$ cat src/rtl/sha256_msg_sequencer.sv
// sha256_msg_sequencer: packs a 32-bit word stream into padded 512-bit SHA-256 blocks,
// drives the compression core block by block and returns the final digest.
module sha256_msg_sequencer (
    input  logic         clk,
    input  logic         rst,
    input  logic         in_valid,
    output logic         in_ready,
    input  logic [31:0]  in_data,
    input  logic         in_last,
    input  logic [2:0]   in_bytes,
    output logic         core_start,
    output logic         core_init,
    output logic [511:0] core_block,
    input  logic         core_done,
    input  logic [255:0] core_digest,
    output logic [255:0] digest,
    output logic         digest_valid,
    output logic         busy
);
    localparam logic [2:0] S_FILL = 3'd0;
    localparam logic [2:0] S_PAD  = 3'd1;
    localparam logic [2:0] S_RUN  = 3'd2;
    localparam logic [2:0] S_WAIT = 3'd3;
    localparam logic [2:0] S_DONE = 3'd4;

    logic [2:0]   r_state;
    logic [31:0]  r_buf [16];
    logic [3:0]   r_wptr;
    logic [63:0]  r_len;
    logic         r_first;
    logic         r_pad80;
    logic         r_final;
    logic         r_ended;
    logic [255:0] r_digest;
    logic         r_busy;
    logic [2:0]   w_n;
    logic [31:0]  w_last_word;
    logic [31:0]  w_pad_word;

    assign w_n = (in_bytes > 3'd4) ? 3'd4 : in_bytes;
    // The 0x80 terminator goes right after the last valid byte; a full last word owes it to the next slot.
    assign w_last_word = (w_n == 3'd0) ? 32'h8000_0000 :
                         (w_n == 3'd1) ? {in_data[31:24], 24'h80_0000} :
                         (w_n == 3'd2) ? {in_data[31:16], 16'h8000} :
                         (w_n == 3'd3) ? {in_data[31:8], 8'h80} : in_data;
    // r_final is raised while writing the high length word, so it marks slot 15 as the low length word.
    assign w_pad_word = r_pad80 ? 32'h8000_0000 :
                        (r_wptr == 4'd14) ? r_len[63:32] :
                        (r_wptr == 4'd15 && r_final) ? r_len[31:0] : 32'h0;

    assign in_ready     = !rst && r_state == S_FILL;
    assign core_start   = r_state == S_RUN;
    assign core_init    = core_start && r_first;
    assign digest_valid = r_state == S_DONE;
    assign digest       = r_digest;
    assign busy         = r_busy;

    for (genvar i = 0; i < 16; i++) begin : g_blk
        assign core_block[511-32*i -: 32] = r_buf[i];
    end

    always_ff @(posedge clk) begin
        if (rst) begin
            r_state  <= S_FILL;
            for (int j = 0; j < 16; j++) r_buf[j] <= '0;
            r_wptr   <= '0;
            r_len    <= '0;
            r_first  <= 1'b1;
            r_pad80  <= 1'b0;
            r_final  <= 1'b0;
            r_ended  <= 1'b0;
            r_digest <= '0;
            r_busy   <= 1'b0;
        end else begin
            case (r_state)
                S_FILL: if (in_valid) begin
                    r_buf[r_wptr] <= in_last ? w_last_word : in_data;
                    r_wptr        <= r_wptr + 4'd1;
                    r_len         <= r_len + (in_last ? {58'd0, w_n, 3'd0} : 64'd32);
                    r_busy        <= 1'b1;
                    if (in_last) begin
                        r_pad80 <= w_n == 3'd4;
                        r_ended <= 1'b1;
                        r_state <= (r_wptr == 4'd15) ? S_RUN : S_PAD;
                    end else if (r_wptr == 4'd15) begin
                        r_state <= S_RUN;
                    end
                end
                S_PAD: begin
                    r_buf[r_wptr] <= w_pad_word;
                    r_wptr        <= r_wptr + 4'd1;
                    r_pad80       <= 1'b0;
                    if (!r_pad80 && r_wptr == 4'd14) r_final <= 1'b1;
                    if (r_wptr == 4'd15) r_state <= S_RUN;
                end
                S_RUN: r_state <= S_WAIT;
                S_WAIT: if (core_done) begin
                    r_first <= 1'b0;
                    for (int j = 0; j < 16; j++) r_buf[j] <= '0;
                    r_wptr  <= '0;
                    if (r_final) r_digest <= core_digest;
                    r_state <= r_final ? S_DONE : (r_ended ? S_PAD : S_FILL);
                end
                S_DONE: begin
                    r_len   <= '0;
                    r_first <= 1'b1;
                    r_final <= 1'b0;
                    r_ended <= 1'b0;
                    r_busy  <= 1'b0;
                    r_state <= S_FILL;
                end
                default: r_state <= S_FILL;
            endcase
        end
    end
endmodule

$ cat config.mk
export PLATFORM = sky130hd
export DESIGN_NAME = sha256_msg_sequencer
export DESIGN_NICKNAME = d
export VERILOG_FILES = /design/src/rtl/sha256_msg_sequencer.sv
export SDC_FILE = /design/constraint.sdc
export NUM_CORES = 1
export LEC_CHECK = 0
export ABC_AREA = 1
export CAP_MARGIN = 40
export CORE_AREA = 2 2 413 415
export CTS_CLUSTER_DIAMETER = 100
export DETAILED_ROUTE_END_ITERATION = 16
export DIE_AREA = 0 0 415 417
export PLACE_DENSITY = 0.42
export SETUP_SLACK_MARGIN = 0.5
export SLEW_MARGIN = 20
export SYNTH_ARGS = -nofsm -noshare
export SYNTH_HDL_FRONTEND = slang
export SYNTH_SLANG_ARGS = --single-unit
$ cat constraint.sdc
create_clock -name clk -period 2.95 [get_ports clk]
set_clock_uncertainty 0.05 [all_clocks]
set_input_delay 0.7375 -clock clk [delete_from_list [all_inputs] [get_ports clk]]
set_output_delay 0.7375 -clock clk [all_outputs]
set_load 0.005 [all_outputs]
==> metrics.csv, run 1 <==
stage,metric,value,unit
status,run status,completed,
yosys,synthesized instance count,3133,
global_route,pin count of the biggest net entering global routing,153,
worst_setup_path,critical setup path kind,register to output pin,
yosys,main combinational cell family by area after synthesis,simple AND/OR/NAND/NOR gates,
drt,Vias/cell,4.09,
die,initial core utilization,0.189,
timing,Finish-stage setup viols,0,
yosys,proportion of netlist area held by the largest area contributor,0.483,
finish,filler cell count in the final layout,17651,
die,io pins,1069,
yosys,area share of fa/ha/maj cells after synthesis,0.00338,
die,Die Area,173000,sq um
min_path,hold path start,busy$_SDFFE_PP0P_,
timing,Final period util,0.813,
finish,Final Instance Area,50600,sq um
place,routability congestion estimate from global placement,0.871,
power_and_ir_drop,total power,27500,uW
yosys,number of enable-type register cells in the synthesized netlist,512,
place,number of buffer cells added on primary ports,1068,
yosys,"Avg Cell Area, Syn",10.2,sq um
finish,fraction of final layout cells with drive strength greater than 1,0.114,
worst_setup_path,Worst Path Max Fanout,4,
yosys,complex-gate fraction of the synthesized area,0.0692,
yosys,combined area of all synthesized cells,31900,sq um
yosys,syn nets,3437,
yosys,number of synthesis warnings,0,
global_route,global-route wire length before repair,212000,microns
timing,worst setup slack after layout,553,ps
drt,detailed router's first-iteration violation count,1825,
timing,transition time at the pin with the least slew margin,921,ps
power_and_ir_drop,leakage dissipation,0.0210,uW
worst_setup_path,Reg2Reg Setup Slack,560,ps
drt,Initial DRT Pass Iterations,5,
clocking,clock latency on the worst-skew pair,710,ps
timing,Pins Over Slew Limit,0,
die,floorplan die width,415,microns
die,area of the core region,169000,sq um
yosys,xor-xnor portion of the synthesized cell area,0,
min_path,sink of the worst hold path,busy$_SDFFE_PP0P_,
worst_setup_path,critical path required time,2160,ps
clocking,clock tree sinks,841,
global_route,via count of the first global-routing pass,27028,
min_path,Hold Path Depth,2,
finish,relative area change from synthesis to final layout,59.0,%
global_route,antenna violations before repair,36,
yosys,leading register cell type out of synthesis,edfxtp_1,
clocking,CTS H-Tree Depth,3,
min_path,Worst Hold Class,register to register,
place,pre-CTS worst setup slack,-415,ps
clocking,clock edge transition at the registers on the reported setup and hold paths,60,ps
clocking,TritonCTS clock tree,done,
yosys,register bit count reported by yosys,841,
drt,Antenna Violating Nets Remaining,0,
power_and_ir_drop,Power Dens Cells,543,nW/um^2
job,Max-cap violations,0,
timing,Relative slew margins,0.386,
worst_setup_path,endpoint of the lowest-slack register-to-register path,r_buf[3][4]$_SDFFCE_PN0P_,
yosys,"Async S/R FF share, synth",0,
clocking,TritonCTS Buffers,102,
clocking,Clock Root Buffer,clkbuf_16,
place,HPWL reported at the end of detailed placement,115000,microns
drt,detailed-route via count,27107,
timing,Max Fclk,417,MHz
clocking,worst-case clock buffer depth,3,
worst_setup_path,startpoint of the most critical register-to-register path,r_wptr[0]$_SDFFE_PP0P_,
worst_setup_path,critical path endpoint category,output pin,
drt,DR WL/cell,23.3,microns
yosys,distinct cell type count after synthesis,44,
drt,detailed-route DRC error count,0,
drt,Total Wirelength,155000,microns
worst_setup_path,Worst Reg-to-Reg Cells,9,
yosys,Area contributors post-synth,"edfxtp_1 48%, dfxtp_1 21%, nor2_1 14%",
finish,utilization after layout,0.301,
place,total placed instance area,47200,sq um
yosys,largest area contributor in the netlist,edfxtp_1,
worst_setup_path,startpoint types,register,
timing,minimum clock period after layout,2400,ps
yosys,fraction of synthesized area in multiplexers,0,
yosys,"share of synthesized cell area in and, or, nand and nor gates",0.195,
global_route,global router's overall resource usage,0.171,
die,Cell Rows,151,
global_route,grt ovf,0,
timing,Fin. Hold Viols,0,
yosys,share of the yosys chip area belonging to registers,0.689,
worst_setup_path,crit path DAT,1610,ps
finish,Layout Nets,4625,
die,die span in y,417,microns
timing,setup repair after global routing missed its margin,yes,
power_and_ir_drop,maximum vdd ir drop,0.000460,V
final cells by class:
cell class | instances | area [sq um] | area share
sequential | 841 | 22000 | 0.435
timing repair buffer | 1270 | 13100 | 0.258
multi-input combinational | 1965 | 9020 | 0.178
tap | 2218 | 2780 | 0.0548
clock buffer | 138 | 2770 | 0.0547
inverter | 141 | 563 | 0.0111
clock inverter | 49 | 429 | 0.00847
antenna | 10 | 25.0 | 0.000494
cells in the final DEF (no fill, tap or decap), types with 22 or more instances in the layout:
| master | instances |
|---|---|
| nor2_1 | 1161 |
| clkdlybuf4s50_1 | 704 |
| edfxtp_1 | 512 |
| dfxtp_1 | 309 |
| o21ai_0 | 293 |
| dlygate4sd2_1 | 281 |
| nand2_1 | 222 |
| buf_4 | 118 |
| inv_1 | 112 |
| clkbuf_16 | 103 |
| dlymetal6s2s_1 | 79 |
| buf_12 | 78 |
| nand3_1 | 55 |
| a21oi_1 | 48 |
| nand4_1 | 32 |
| clkbuf_1 | 29 |
| inv_2 | 22 |
critical path, cell delays in order (launching register included):
cell	delay (ps)
dfxtp_4	370
nor2_4	170
nand2_2	100
nor2_4	130
buf_6	130
timing repair:
item                                   4_1_cts  5_1_grt
hold buffers                                 0        0
setup endpoints to repair                  995      311
pin swaps                                    5       13
buffers inserted                             6        6
gates cloned                                 0        0
endpoints found under the hold margin        0        0
gates resized for setup                    356      122
metal layers:
layer,up-vias,share of wire,track usage
met5,-,0.00098,0
met4,24,0.026,0.0482
met3,216,0.075,0.0509
met2,1028,0.53,0.322
met1,13069,0.37,0.183
li1,12770,-,-
state kept, by name, indices dropped and copies added (netlist names):
register	flops
r_len	61
busy	1
r_state	3
r_final	1
r_wptr	4
digest	256
r_ended	1
r_pad80	1
r_first	1
r_buf	512
synthesized netlist by cell type, types with 3 or more instances:
master    count
nor2_1     1179
edfxtp_1    512
dfxtp_1     329
o21ai_0     301
nand2_1     247
clkbuf_1    127
inv_1       120
nand3_1      60
a21oi_1      48
buf_2        43
nand4_1      32
inv_2        19
nor3_1       17
buf_6        12
a32oi_2      10
ha_1          7
o211ai_2      7
o31ai_1       6
nand2_4       5
a21oi_2       4
nand3b_1      4
o21ai_1       4
a32oi_1       3
buf_4         3
nand2_2       3
nor2_2        3
nor3_4        3
nor4_1        3
o21a_1        3
how the worst max path moves through the flow:
stage	slack, ps	end	from
floorplan	460	r_len[63]$_SDFFE_PP0P_	in_bytes[2]
global placement	-470	r_len[18]$_SDFFE_PP0P_	in_bytes[2]
detailed placement	-410	r_len[18]$_SDFFE_PP0P_	in_bytes[2]
CTS	350	digest_valid	r_state[1]$_SDFFE_PP0P_
global route	460	digest_valid	r_state[0]$_SDFFE_PP0P_
finish	550	in_ready	r_state[0]$_SDFFE_PP0P_
metrics by stage:
step / setup TNS (ps) / std cells / hold WS (ps)
floorplan: 0 / 3133 / 381
global placement: -29740 / 6423 / 384
detailed placement: -25890 / 6423 / 391
CTS: 0 / 6616 / 402
global route: 0 / 6623 / 436
finish: 0 / 6632 / 398
where the power goes:
group          internal (uW)  switching [uW]
registers              12700             104
logic                   1170            1260
clock network           6870            5370
logic make-up (layout without fill, tap and decap cells):
family	Yosys count	after routing
DFF	841	841
adders and majority gates	8	8
buffers and inverters	327	1598
AOI/OAI and AO/OA	393	393
other	0	10
and+or+nand+nor	1564	1564
(Power assumes the default switching activity.)
==> run 2: changes to the inputs <==
Clock period 2.95 ns to 2.15 ns, I/O delays scaled along.
==> run 2 against run 1 <==
Against the previous run: the run now ends with setup timing left; first-iteration DRC count increased by 3.6%; critical path type is now register to register; sequential power increased by 36%; sequential share of layout area decreased by 3.0 points; design area increased by 8.3%; highest routed layer unchanged; clock-buffer cell count decreased by 16; largest power group is now the clock network.
==> metrics.csv, run 2 (synthesized netlist as in run 1, its figures left out) <==
stage,metric,value,unit,change
status,run status,"finished, violations left",,was completed
status,failing checks,setup timing,,
worst_setup_path,critical setup path kind,register to register,,was register to output pin
finish,final std cells w/o fill,6839,,was 6632
worst_setup_path,critical path endpoint category,register,,was output pin
min_path,hold path start,core_digest[116],,was busy$_SDFFE_PP0P_
drt,detailed-route DRC error count,0,,unchanged
timing,minimum clock period after layout,2330,ps,
timing,setup repair after global routing missed its margin,yes,,unchanged
global_route,antenna violations before repair,29,,was 36
timing,Final period util,1.08,,
worst_setup_path,Critical Path Max Stage Delay,400,ps,was 370 ps
power_and_ir_drop,total power,39700,uW,was 27500 uW
worst_setup_path,startpoint of the most critical register-to-register path,r_state[0]$_SDFFE_PP0P_,,was r_wptr[0]$_SDFFE_PP0P_
finish,most frequent cells in the layout,"985 x nor2_1, 634 x clkdlybuf4s50_1, 512 x edfxtp_1",,"was 1161 x nor2_1, 704 x clkdlybuf4s50_1, 512 x edfxtp_1"
worst_setup_path,crit path DAT,2890,ps,was 1610 ps
finish,filler cell count in the final layout,17370,,was 17.7k
global_route,global-route wire length before repair,219000,microns,was 212000 microns
finish,Layout Nets,4829,,was 4625
job,Max-cap violations,0,,unchanged
clocking,TritonCTS clock tree,done,,unchanged
clocking,CTS H-Tree Depth,3,,unchanged
finish,register ranked first by flip-flop count,r_buf,,unchanged
power_and_ir_drop,maximum vdd ir drop,0.000632,V,was 0.000460 V
timing,worst setup slack after layout,-176,ps,was 553 ps
drt,Total Wirelength,168000,microns,was 155000 microns
drt,Antenna Violating Nets Remaining,0,,unchanged
drt,Initial DRT Pass Iterations,5,,unchanged
place,number of buffer cells added on primary ports,1068,,unchanged
clocking,worst-case clock buffer depth,3,,unchanged
worst_setup_path,critical path required time,2720,ps,was 2160 ps
clocking,TritonCTS Buffers,102,,unchanged
timing,Fin. Hold Viols,0,,unchanged
die,Cell Rows,151,,unchanged
die,area of the core region,169000,sq um,unchanged
global_route,global router's overall resource usage,0.178,,was 0.171
die,floorplan die width,415,microns,unchanged
die,die span in y,417,microns,unchanged
global_route,via count of the first global-routing pass,27959,,was 27.0k
clocking,clock edge transition at the registers on the reported setup and hold paths,60,ps,about the same
clocking,clock tree sinks,841,,unchanged
timing,setup total negative slack,-55650,ps,was 0 ps
global_route,pin count of the biggest net entering global routing,122,,was 153
worst_setup_path,Worst Path Max Fanout,8,,was 4
die,io pins,1069,,unchanged
drt,DR WL/cell,24.6,microns,was 23.3 microns
worst_setup_path,startpoint types,register,,unchanged
worst_setup_path,Reg2Reg Setup Slack,-180,ps,was 560 ps
min_path,Worst Hold Class,input port to register,,was register to register
die,Die Area,173000,sq um,unchanged
finish,"most common cell after layout, fill and taps aside",nor2_1,,unchanged
drt,Vias/cell,4.15,,was 4.09
finish,fraction of final layout cells with drive strength greater than 1,0.330,,was 0.114
finish,max reg flops,512,,unchanged
finish,relative area change from synthesis to final layout,72.1,%,was 59.0%
worst_setup_path,launch point of the critical path,r_state[0]$_SDFFE_PP0P_,,unchanged
timing,Pins Over Slew Limit,0,,unchanged
global_route,grt ovf,0,,unchanged
drt,detailed router's first-iteration violation count,1891,,was 1825
power_and_ir_drop,leakage dissipation,0.0215,uW,was 0.0210 uW
place,HPWL reported at the end of detailed placement,115000,microns,about the same
drt,detailed-route via count,28373,,was 27.1k
clocking,hold-fix buffers at CTS,0,,unchanged
place,placed cells,6503,,was 6423
clocking,clock latency on the worst-skew pair,740,ps,was 710 ps
worst_setup_path,cell with the biggest individual delay on the critical path,dfxtp_4,,unchanged
timing,Max Fclk,430,MHz,
power_and_ir_drop,Power Dens Cells,723,nW/um^2,was 543 nW/um^2
timing,transition time at the pin with the least slew margin,632,ps,was 921 ps
worst_setup_path,chain of cells forming the critical path,inv_4 > nor3_4 > nand2_8 > buf_12 > nor2_8 > buf_6 > nand2_8 > buf_6 > buf_16 > o211ai_4 > inv_4 > clkbuf_16 > nor2_2,,was nor2_4 > nand2_2 > nor2_4 > buf_6
timing,Relative slew margins,0.574,,was 0.386
clocking,Clock Root Buffer,clkbuf_16,,unchanged
place,routability congestion estimate from global placement,0.906,,was 0.871
die,initial core utilization,0.189,,unchanged
timing,Finish-stage setup viols,931,,was 0
run 2: cell types whose count changed in the layout (fill, tap and decap cells not counted), moves of 91 or more:
cell / before / now
dlygate4sd2_1: 281 / 2
buf_2: 1 / 271
nor2_2: 10 / 101
dfxtp_1: 309 / 156
dfxtp_2: 7 / 160
buf_6: 9 / 205
nor2_1: 1161 / 985
run 2: timing repair:
action | CTS | global route
gates cloned | 23 | 35
setup endpoints to repair | 2124 | 2125
gates resized for setup | 2344 | 301
buffers inserted | 35 | 43
pin swaps | 58 | 64
run 2: worst paths after layout:
check                                 to  cells after the start
max          r_buf[11][14]$_SDFFCE_PN0P_                     13
min             digest[116]$_SDFFE_PP0P_                      3
max reg2reg  r_buf[11][14]$_SDFFCE_PN0P_                     13
min reg2reg         r_ended$_SDFFE_PP0P_                      2
run 2: stage by stage:
stage / util / hold slack (ps) / cell area (sq um) / setup WS, ps
floorplan: - / 381 / 32800 / -143
global placement: 0.286 / 385 / 48200 / -1000
detailed placement: 0.286 / 389 / 48200 / -975
CTS: 0.312 / 246 / 52500 / -250
global route: 0.325 / 287 / 54800 / -249
finish: 0.325 / 318 / 54800 / -176
run 2: power breakdown:
group,leakage [uW],switching (uW),internal [uW]
sequential,0.00804,146,17500
combinational,0.0118,2150,1890
clock,0.00168,7590,10400
total,0.0215,9880,29800
run 2: final cells by class:
cell class	count	area, sq um	share of cell area
flip-flops and latches	841	22200	0.405
repair buffers	1451	14700	0.269
multi-input cells	1987	10900	0.200
clock inverters	64	812	0.0148
diodes	14	35.0	0.000639
repair inverters	1	16.3	0.000297
inverters	141	618	0.0113
clock buffers	122	2670	0.0487
well taps	2218	2780	0.0506
run 2: routing by layer:
layer,track usage,share of wire,up-vias,wire length [microns]
met2,0.330,0.53,1175,89100
met5,0,0.0010,-,173
met3,0.0531,0.073,251,12300
li1,-,-,13232,-
met4,0.0680,0.039,24,6510
met1,0.188,0.36,13691,60100
run 2: worst max-delay path: cells and delay by family, from the launching register on:
| family | cells | cell delay (ps) |
|---|---|---|
| AND/OR/NAND/NOR | 5 | 660 |
| flip-flops | 1 | 400 |
| buffers and inverters | 7 | 900 |
| AO/OA/AOI/OAI | 1 | 180 |
